<file path="config.mk">
export PLATFORM = sky130hd
export DESIGN_NAME = draw_cmd_queue_flat
export DESIGN_NICKNAME = d
export VERILOG_FILES = /design/src/rtl/draw_cmd_if.sv /design/src/rtl/draw_cmd_queue.sv /design/src/flat_wrapper.sv
export SDC_FILE = /design/constraint.sdc
export NUM_CORES = 1
export LEC_CHECK = 0
export ABC_CLOCK_PERIOD_IN_PS = 7550
export BUFFER_PORTS_ARGS = -buffer_cell sky130_fd_sc_hd__buf_2
export CORE_MARGIN = 2
export CORE_UTILIZATION = 64
export CTS_CLUSTER_SIZE = 16
export DETAILED_ROUTE_END_ITERATION = 7
export PLACE_DENSITY = 0.92
export SLEW_MARGIN = 20
export SYNTH_ARGS = -nofsm -noshare
export SYNTH_HDL_FRONTEND = slang
export SYNTH_SLANG_ARGS = --single-unit
</file>
<file path="constraint.sdc">
create_clock -name clk -period 7.55 [get_ports clk]
set_input_delay 1.51 -clock clk [delete_from_list [all_inputs] [get_ports clk]]
set_output_delay 1.51 -clock clk [all_outputs]
set_load 0.01 [all_outputs]
</file>
<file path="src/rtl/draw_cmd_if.sv">
// draw_cmd_if: command push handshake plus the draw-stage drive and completion bundle
interface draw_cmd_if;
  logic       cmd_valid;
  logic       cmd_ready;
  logic [7:0] cmd_x;
  logic [6:0] cmd_y;
  logic [4:0] cmd_w;
  logic [4:0] cmd_h;
  logic [2:0] cmd_c;
  logic       draw;
  logic       update;
  logic [7:0] x_in;
  logic [6:0] y_in;
  logic [4:0] width;
  logic [4:0] height;
  logic [2:0] c_in;
  logic       draw_done;
  modport master (
    output cmd_valid, cmd_x, cmd_y, cmd_w, cmd_h, cmd_c, draw_done,
    input  cmd_ready, draw, update, x_in, y_in, width, height, c_in
  );
  modport slave (
    input  cmd_valid, cmd_x, cmd_y, cmd_w, cmd_h, cmd_c, draw_done,
    output cmd_ready, draw, update, x_in, y_in, width, height, c_in
  );
endinterface

</file>
<file path="src/rtl/draw_cmd_queue.sv">
// draw_cmd_queue: FIFO of rectangle commands replayed one at a time into the draw stage
module draw_cmd_queue #(
  parameter int DEPTH = 8,
  parameter int AW    = 3
) (
  input  logic         clk,
  input  logic         reset,
  draw_cmd_if.slave    bus,
  input  logic         abort,
  output logic [AW:0]  count,
  output logic         busy,
  output logic         idle,
  output logic         dropped
);
  typedef enum logic [2:0] {IDLE, LOAD, UPDATE, DRAW, RELEASE} state_t;
  state_t state, state_next;
  logic [27:0]   mem [DEPTH];
  logic [AW-1:0] wptr, rptr;
  logic          push, pop, zero;
  assign bus.cmd_ready = count != (AW+1)'(DEPTH);
  assign push = bus.cmd_valid && bus.cmd_ready && !abort;
  assign pop  = state == IDLE && count != '0 && !abort;
  assign zero = bus.width == '0 || bus.height == '0;
  always_ff @(posedge clk)
    if (reset) state <= IDLE;
    else state <= state_next;
  // abort on an empty idle queue has nothing to cancel, so it must not leave IDLE
  always_comb begin
    state_next = state;
    if (abort) state_next = (state == IDLE && count == '0) ? IDLE : RELEASE;
    else
      case (state)
        IDLE:    state_next = pop ? LOAD : IDLE;
        LOAD:    state_next = zero ? IDLE : UPDATE;
        UPDATE:  state_next = DRAW;
        DRAW:    state_next = bus.draw_done ? RELEASE : DRAW;
        default: state_next = IDLE;
      endcase
  end
  always_comb begin
    bus.draw   = state == UPDATE || state == DRAW;
    bus.update = state == UPDATE;
    busy       = state != IDLE;
    idle       = count == '0 && state == IDLE;
    dropped    = state == LOAD && zero;
  end
  always_ff @(posedge clk)
    if (push) mem[wptr] <= {bus.cmd_x, bus.cmd_y, bus.cmd_w, bus.cmd_h, bus.cmd_c};
  always_ff @(posedge clk)
    if (reset) begin
      wptr <= '0;
      rptr <= '0;
      count <= '0;
      {bus.x_in, bus.y_in, bus.width, bus.height, bus.c_in} <= '0;
    end else if (abort) begin
      wptr <= '0;
      rptr <= '0;
      count <= '0;
    end else begin
      if (push) wptr <= wptr + AW'(1);
      if (pop) begin
        rptr <= rptr + AW'(1);
        {bus.x_in, bus.y_in, bus.width, bus.height, bus.c_in} <= mem[rptr];
      end
      count <= count + (AW+1)'(push) - (AW+1)'(pop);
    end
endmodule
</file>
<file path="src/flat_wrapper.sv">
// flat-port wrapper written by rule: the top's interface ports become plain ports
module draw_cmd_queue_flat 
#(
  parameter int DEPTH = 8,
  parameter int AW    = 3
)
  (clk, reset, abort, count, busy, idle, dropped, bus_cmd_valid, bus_cmd_x, bus_cmd_y, bus_cmd_w, bus_cmd_h, bus_cmd_c, bus_draw_done, bus_cmd_ready, bus_draw, bus_update, bus_x_in, bus_y_in, bus_width, bus_height, bus_c_in);
  draw_cmd_if bus_i ();
  input  logic clk;
  input  logic reset;
  input  logic abort;
  output logic [AW:0] count;
  output logic busy;
  output logic idle;
  output logic dropped;
  input wire logic [$bits(bus_i.cmd_valid)-1:0] bus_cmd_valid;
  input wire logic [$bits(bus_i.cmd_x)-1:0] bus_cmd_x;
  input wire logic [$bits(bus_i.cmd_y)-1:0] bus_cmd_y;
  input wire logic [$bits(bus_i.cmd_w)-1:0] bus_cmd_w;
  input wire logic [$bits(bus_i.cmd_h)-1:0] bus_cmd_h;
  input wire logic [$bits(bus_i.cmd_c)-1:0] bus_cmd_c;
  input wire logic [$bits(bus_i.draw_done)-1:0] bus_draw_done;
  output wire logic [$bits(bus_i.cmd_ready)-1:0] bus_cmd_ready;
  output wire logic [$bits(bus_i.draw)-1:0] bus_draw;
  output wire logic [$bits(bus_i.update)-1:0] bus_update;
  output wire logic [$bits(bus_i.x_in)-1:0] bus_x_in;
  output wire logic [$bits(bus_i.y_in)-1:0] bus_y_in;
  output wire logic [$bits(bus_i.width)-1:0] bus_width;
  output wire logic [$bits(bus_i.height)-1:0] bus_height;
  output wire logic [$bits(bus_i.c_in)-1:0] bus_c_in;
  assign bus_i.cmd_valid = bus_cmd_valid;
  assign bus_i.cmd_x = bus_cmd_x;
  assign bus_i.cmd_y = bus_cmd_y;
  assign bus_i.cmd_w = bus_cmd_w;
  assign bus_i.cmd_h = bus_cmd_h;
  assign bus_i.cmd_c = bus_cmd_c;
  assign bus_i.draw_done = bus_draw_done;
  assign bus_cmd_ready = bus_i.cmd_ready;
  assign bus_draw = bus_i.draw;
  assign bus_update = bus_i.update;
  assign bus_x_in = bus_i.x_in;
  assign bus_y_in = bus_i.y_in;
  assign bus_width = bus_i.width;
  assign bus_height = bus_i.height;
  assign bus_c_in = bus_i.c_in;
  draw_cmd_queue #(.DEPTH(DEPTH), .AW(AW)) u_core (.clk(clk), .reset(reset), .bus(bus_i), .abort(abort), .count(count), .busy(busy), .idle(idle), .dropped(dropped));
endmodule
</file>
======== Yosys cells after proc, flatten, opt, wreduce, memory -nomap -nowiden ========
Memory sizes are Yosys's and may differ from the RTL's. A register that Yosys moved wholly into a read port is not among the register bits.
Index checks and enable logic that the tools add are counted.
cells by class
  $add $sub $neg .......................... 4
  equality and inequality tests ........... 4
  multiplexer cells ....................... 8
  bitwise gates (word level) .............. 1
  reduce and logical (&&, ||, !) cells .... 17
operator list
  operator                                                         count
  3-bit one-hot mux with 4 select lines                            1
  5-bit logical NOT                                                2
  3-bit two-way mux                                                3
  3-bit by 1-bit adder with 3-bit output, second input constant    2
  3-bit by 2-bit == test with 1-bit output, second input constant  2
  1-bit logical AND                                                6
  4-bit by 1-bit adder with 4-bit output                           1
  4-bit logical NOT                                                1
  4-bit != test, second input constant                             1
  4-bit nonzero test                                               1
  4-bit by 1-bit subtractor with 4-bit output                      1
  3-bit by 1-bit == test with 1-bit output, second input constant  1
  3-bit logical NOT                                                1
  1-bit two-way mux                                                3
  3-bit nonzero test                                               1
  1-bit logical OR                                                 2
  2-bit two-way mux                                                1
  2-bit AND reduction                                              1
  2-bit OR reduction                                               1
  1-bit logical NOT                                                1
  1-bit NOT                                                        1
storage, ports and cells
  register bits ........................... 13
  RAM bits ................................ 224
  input port bits ......................... 33
  output and inout bits ................... 38
  logic and storage cells ................. 39
  memories ................................ 1
memories
  name        words  width  read ports  clocked after Yosys merged registers in  write ports  RTL line              text
  u_core.mem  8      28     1           1                                        1            draw_cmd_queue.sv:17  logic [27:0] mem [DEPTH];

======== Longest topological paths before layout ========
  depth after elaboration ................. 6
  gate-level depth with buffers ........... 13
  gate-level depth less buffers ........... 11

======== Least setup slack after synthesis ========
Ideal clock, no wire load.
  kind .................................... input to register
  from .................................... input port abort
  to ...................................... memory u_core.mem[0][0] (enable)
  setup time .............................. 484 ps
  data arrival time ....................... 4,567 ps
  required time ........................... 7,066 ps
  path slack .............................. 2,499 ps
  stages .................................. 3
  buffers on the path ..................... 0
  cell sequence ........................... clkinv_1 nand3_1 nor4_1
on the way
  cells in the longest elaborated chain, start to end .. 4
ends and longest elaborated chain
  element                                  RTL line              text
  start, declared                          flat_wrapper.sv:11    input logic abort;
  1-bit logical NOT                        draw_cmd_queue.sv:21  assign push = bus.cmd_valid && bus.cmd_ready && !abort;
  1-bit logical AND                        draw_cmd_queue.sv:21
  1-bit two-way mux                        draw_cmd_queue.sv:48  if (push) mem[wptr] <= {bus.cmd_x, bus.cmd_y, bus.cmd_w, bus.cmd_h, bus.cmd_c};
  1-bit two-way mux (not written as such)  draw_cmd_queue.sv:48
  end, declared                            draw_cmd_queue.sv:17
No other way between the ends.

======== Worst setup path in the final report ========
  from .................................... register u_core.bus.width[2]
  to ...................................... output port dropped
on the way
  cells in the longest elaborated chain, start to end .. 3
ends and longest elaborated chain
  element                 RTL line              text
  start, declared         draw_cmd_if.sv:24     output cmd_ready, draw, update, x_in, y_in, width, height, c_in
  start signal, assigned  draw_cmd_queue.sv:63  {bus.x_in, bus.y_in, bus.width, bus.height, bus.c_in} <= mem[rptr];
  5-bit logical NOT       draw_cmd_queue.sv:23  assign zero = bus.width == '0 || bus.height == '0;
  1-bit logical OR        draw_cmd_queue.sv:23
  1-bit logical AND       draw_cmd_queue.sv:45  dropped = state == LOAD && zero;
  end, declared           flat_wrapper.sv:15    output logic dropped;
No other way between the ends.

==> results_tabular.tex <==
\begin{tabular}{lr}
\hline
Metric & Value \\
\hline
\multicolumn{2}{l}{\textbf{Clock network}} \\
Post\_cts resized & 0 \\
Htree depth & 1 \\
Clock root buffer & sky130\_fd\_sc\_hd\_\_clkbuf\_16 \\
Hold Buf Count CTS & 0 \\
Clock transition at path regs & around 0.060 ns \\
Number of CTS-inserted buffers & 25 \\
Post-CTS Setup Inserts & 0 \\
Num Clock Sinks & roughly 270 \\
Clock tree buffer depth & 3 \\
Clock latency reported for the late side of the worst-skew pair & approximately 0.52 ns \\
TritonCTS clock tree & yes \\
\multicolumn{2}{l}{\textbf{Place}} \\
Final GP Congestion & about 0.74 \\
HPWL after DPL & 11,300 µm \\
Pre-CTS setup slack & $\sim$3.6 ns \\
Placed Area & 10,600 µm² \\
Total instance count after detailed placement & slightly below 800 \\
Port Buffer Count & 70 \\
\multicolumn{2}{l}{\textbf{Route}} \\
Avg WL per Cell & approximately 26 µm \\
Post-route ant nets & 0 \\
DRC marker count from the first detailed-route iteration & 546 \\
Iteration count of the initial detailed-routing pass & 6 \\
Remaining design rule violation count & 0 \\
Via-per-instance ratio & about 6.4 \\
Via total after detailed routing & about 5,300 \\
Final wirelength & 21,200 µm \\
\multicolumn{2}{l}{\textbf{Layout}} \\
Fillcell total & a little over 800 \\
P\&R area growth vs syn & 14.3\% \\
\# nets final & 639 \\
Share of final-layout standard cells stronger than drive strength 1 & about a third \\
Fin area & 11,500 µm² \\
Non-filler instance count after layout & around 830 \\
Core occupancy in the finished layout & between 70 and 80\% \\
\multicolumn{2}{l}{\textbf{Logic synthesis}} \\
Post-synthesis instance total & roughly 510 \\
Unique cell type count in the Yosys netlist & 35 \\
Post-Syn Nets & around 560 \\
Register area share after synthesis & between 70\% and 80\% \\
Number of warnings printed during yosys synthesis & 0 \\
Synth top area cells & sky130\_fd\_sc\_hd\_\_edfxtp\_1, sky130\_fd\_sc\_hd\_\_mux4\_2, sky130\_fd\_sc\_hd\_\_dfxtp\_1 \\
Dominant synthesized flop cell & sky130\_fd\_sc\_hd\_\_edfxtp\_1 \\
Post-synth top area share & 66.9\% \\
Top cell type by total area after synthesis & sky130\_fd\_sc\_hd\_\_edfxtp\_1 \\
Combined area of all synthesized cells & just over 10,000 µm² \\
Synthesized area per cell & approximately 20 µm² \\
Async SR Flop Fraction & 0\% \\
Number of register bits inferred by synthesis & between 200 and 300 \\
Post-synth EDFFs & 224 \\
\multicolumn{2}{l}{\textbf{Min path}} \\
Path category of the worst min-delay check & reg -> reg \\
\multicolumn{2}{l}{\textbf{Timing}} \\
Least-Margin Pin Slew & just over 0.9 ns \\
Setup total negative slack & 0 ns \\
Final Hold Viols & 0 \\
Number of pins with negative max-slew slack in the final report & 0 \\
Setup ws final & a little under 4 ns \\
Worst slew margin & between 30\% and 40\% \\
Final clock period utilization by the worst path & between 40\% and 50\% \\
Post-route minimum period & 3.66 ns \\
Fmax & between 200 and 300 MHz \\
RSZ-0062 raised after global routing & false \\
\# setup viols final & 0 \\
Clock Skews & about 0.012 ns \\
\multicolumn{2}{l}{\textbf{Global routing}} \\
Global-route usage over all layers & a little over a quarter \\
Vias in the first global route & $\sim$5,400 \\
Number of antenna violations at the first check in global routing & 2 \\
Wire length of the first global-routing pass & roughly 32,000 µm \\
Largest net degree at the start of global routing & 58 \\
Grt total ovfl & 0 \\
\multicolumn{2}{l}{\textbf{Pwr}} \\
IR drop worst, VDD & between 0.2 and 0.25 mV \\
Cell internal power dissipation & $\sim$2.7 mW \\
Power per Cell Area & around 320 nW/µm² \\
Combinational share of power & approximately 17\% \\
Sw power & $\sim$0.96 mW \\
Clock share of power & 35.3\% \\
Leakage power of the design & roughly 3.8 nW \\
Sequential cell fraction of total power & 48.2\% \\
Switching portion of total power & a little over a quarter \\
\multicolumn{2}{l}{\textbf{Outcome}} \\
Result of the run & completed \\
\multicolumn{2}{l}{\textbf{Floorplan}} \\
Die outline area & $\sim$17,000 µm² \\
Die X & 129 µm \\
Initial core utilization & between 60\% and 70\% \\
IO Pins & 71 \\
Chip height & roughly 130 µm \\
Core Area & 15,300 µm² \\
Number of rows in the core area & between 40 and 50 \\
\multicolumn{2}{l}{\textbf{Critical path}} \\
CP arrival & 2.15 ns \\
Critical-path top delay cell & sky130\_fd\_sc\_hd\_\_or4\_1 \\
Critical Path Max Stage Delay & roughly 0.54 ns \\
Critical path, cell by cell & or4\_1 > o22ai\_1 > nor3b\_1 > buf\_2 \\
Worst setup path category & reg -> out \\
Kind of start point of the critical path & flop \\
Required time of the critical path & $\sim$6.0 ns \\
Biggest fanout along the worst timing path & 3 \\
Worst Setup End Kind & output pin \\
\multicolumn{2}{l}{\textbf{Flow run}} \\
Max-cap check violation count & 0 \\
\hline
\end{tabular}
[metal layers]
| layer | vias up | part of all wire, % | global-route usage, % |
|---|---|---|---|
| met2 | 359 | 51 | 44.7 |
| met3 | 66 | 9.2 | 5.37 |
| met1 | 2629 | 37 | 35.6 |
| met4 | 2 | 3.1 | 9.59 |
| met5 | - | 0.061 | 0 |
| li1 | 2237 | - | - |
[cell usage after synthesis (2+ instances only)]
| cell type | n |
|---|---|
| sky130_fd_sc_hd__a21oi_1 | 5 |
| sky130_fd_sc_hd__buf_2 | 8 |
| sky130_fd_sc_hd__buf_4 | 3 |
| sky130_fd_sc_hd__buf_6 | 7 |
| sky130_fd_sc_hd__clkbuf_1 | 7 |
| sky130_fd_sc_hd__dfxtp_1 | 41 |
| sky130_fd_sc_hd__edfxtp_1 | 224 |
| sky130_fd_sc_hd__ha_1 | 7 |
| sky130_fd_sc_hd__inv_1 | 10 |
| sky130_fd_sc_hd__mux4_2 | 56 |
| sky130_fd_sc_hd__nand2_1 | 7 |
| sky130_fd_sc_hd__nand2b_1 | 5 |
| sky130_fd_sc_hd__nand3_1 | 3 |
| sky130_fd_sc_hd__nand4_1 | 3 |
| sky130_fd_sc_hd__nand4_4 | 2 |
| sky130_fd_sc_hd__nor2_1 | 41 |
| sky130_fd_sc_hd__nor3_1 | 13 |
| sky130_fd_sc_hd__nor3_2 | 21 |
| sky130_fd_sc_hd__o21ai_0 | 2 |
| sky130_fd_sc_hd__o22ai_1 | 29 |
| sky130_fd_sc_hd__or4_1 | 2 |
| sky130_fd_sc_hd__xnor2_1 | 2 |
| sky130_fd_sc_hd__xor2_1 | 4 |
[critical path, delay by kind of cell (launching register included)]
| family | cells | cell delay, ns |
|---|---|---|
| AO/OA/AOI/OAI | 1 | 0.30 |
| buffers and inverters | 1 | 0.18 |
| flip-flops | 1 | 0.33 |
| AND/OR/NAND/NOR | 2 | 0.82 |
[final timing paths]
path,start,to,slack [ns],cells after the start
hold reg to reg,u_core.bus.x_in[5],u_core.bus.x_in[5],0.49,2
hold / removal,u_core.bus.x_in[5],u_core.bus.x_in[5],0.49,2
setup / recovery,u_core.bus.width[2],dropped,3.89,4
setup reg to reg,u_core.count[2],u_core.mem[1][13],4.78,6
[metrics by stage]
stage          hold WS (ns)  power (mW)
2_1_floorplan         0.498        2.18
3_3_place_gp          0.474        2.34
3_5_place_dp          0.481        2.38
4_1_cts               0.493        3.68
5_1_grt               0.516        3.80
6_report              0.490        3.66
[cells in the final DEF, fill, tap and decap left out, types with 2 or more instances in the layout]
| cell type | instances |
|---|---|
| sky130_fd_sc_hd__nor2_2 | 3 |
| sky130_fd_sc_hd__bufinv_16 | 5 |
| sky130_fd_sc_hd__nor3_4 | 3 |
| sky130_fd_sc_hd__nand4_4 | 2 |
| sky130_fd_sc_hd__xor2_1 | 4 |
| sky130_fd_sc_hd__or4_1 | 2 |
| sky130_fd_sc_hd__ha_1 | 7 |
| sky130_fd_sc_hd__nand3_1 | 3 |
| sky130_fd_sc_hd__nor3_1 | 9 |
| sky130_fd_sc_hd__nor2_1 | 38 |
| sky130_fd_sc_hd__clkbuf_1 | 5 |
| sky130_fd_sc_hd__inv_1 | 10 |
| sky130_fd_sc_hd__nand2b_1 | 5 |
| sky130_fd_sc_hd__buf_4 | 12 |
| sky130_fd_sc_hd__mux4_2 | 56 |
| sky130_fd_sc_hd__a21oi_1 | 5 |
| sky130_fd_sc_hd__dfxtp_1 | 39 |
| sky130_fd_sc_hd__xnor2_1 | 2 |
| sky130_fd_sc_hd__clkinv_2 | 5 |
| sky130_fd_sc_hd__o22ai_1 | 29 |
| sky130_fd_sc_hd__nand2_1 | 7 |
| sky130_fd_sc_hd__clkbuf_16 | 25 |
| sky130_fd_sc_hd__nand4_1 | 3 |
| sky130_fd_sc_hd__buf_2 | 70 |
| sky130_fd_sc_hd__clkinv_1 | 5 |
| sky130_fd_sc_hd__edfxtp_1 | 224 |
| sky130_fd_sc_hd__o21ai_0 | 2 |
| sky130_fd_sc_hd__nor3_2 | 23 |
[kinds of logic after synthesis]
logic type	share of synthesized area [%]
fa+ha+maj	1.07
mux	12.5
simple gates	6.41
buf+inv	2.08
flops	75.1
xor+xnor	0.523
compound gates	2.31
[registers in the layout, summed over array words and instances, names as in the netlist, 4 cells and up]
name / flops
u_core.bus.x_in: 8
u_core.mem: 224
u_core.bus.height: 5
u_core.bus.y_in: 7
u_core.bus.width: 5
u_core.count: 4
[final cells by class]
cell class | count | area (µm²) | area share (%)
flip-flops and latches | 265 | 7550 | 65.7
multi-input cells | 213 | 2340 | 20.4
clock buffers | 30 | 644 | 5.61
repair buffers | 82 | 440 | 3.83
well taps | 211 | 264 | 2.30
clock inverters | 15 | 199 | 1.73
inverters | 11 | 41.3 | 0.359
diodes | 1 | 2.50 | 0.0218
[power by group through the flow]
stage	Sequential (mW)	Clock [mW]	Combinational [mW]
floorplan	1.82	0	0.356
global placement	1.78	0	0.555
detailed placement	1.79	0	0.584
CTS	1.76	1.31	0.605
global route	1.78	1.37	0.658
finish	1.77	1.29	0.604
Power figures use the tool's default switching activity.
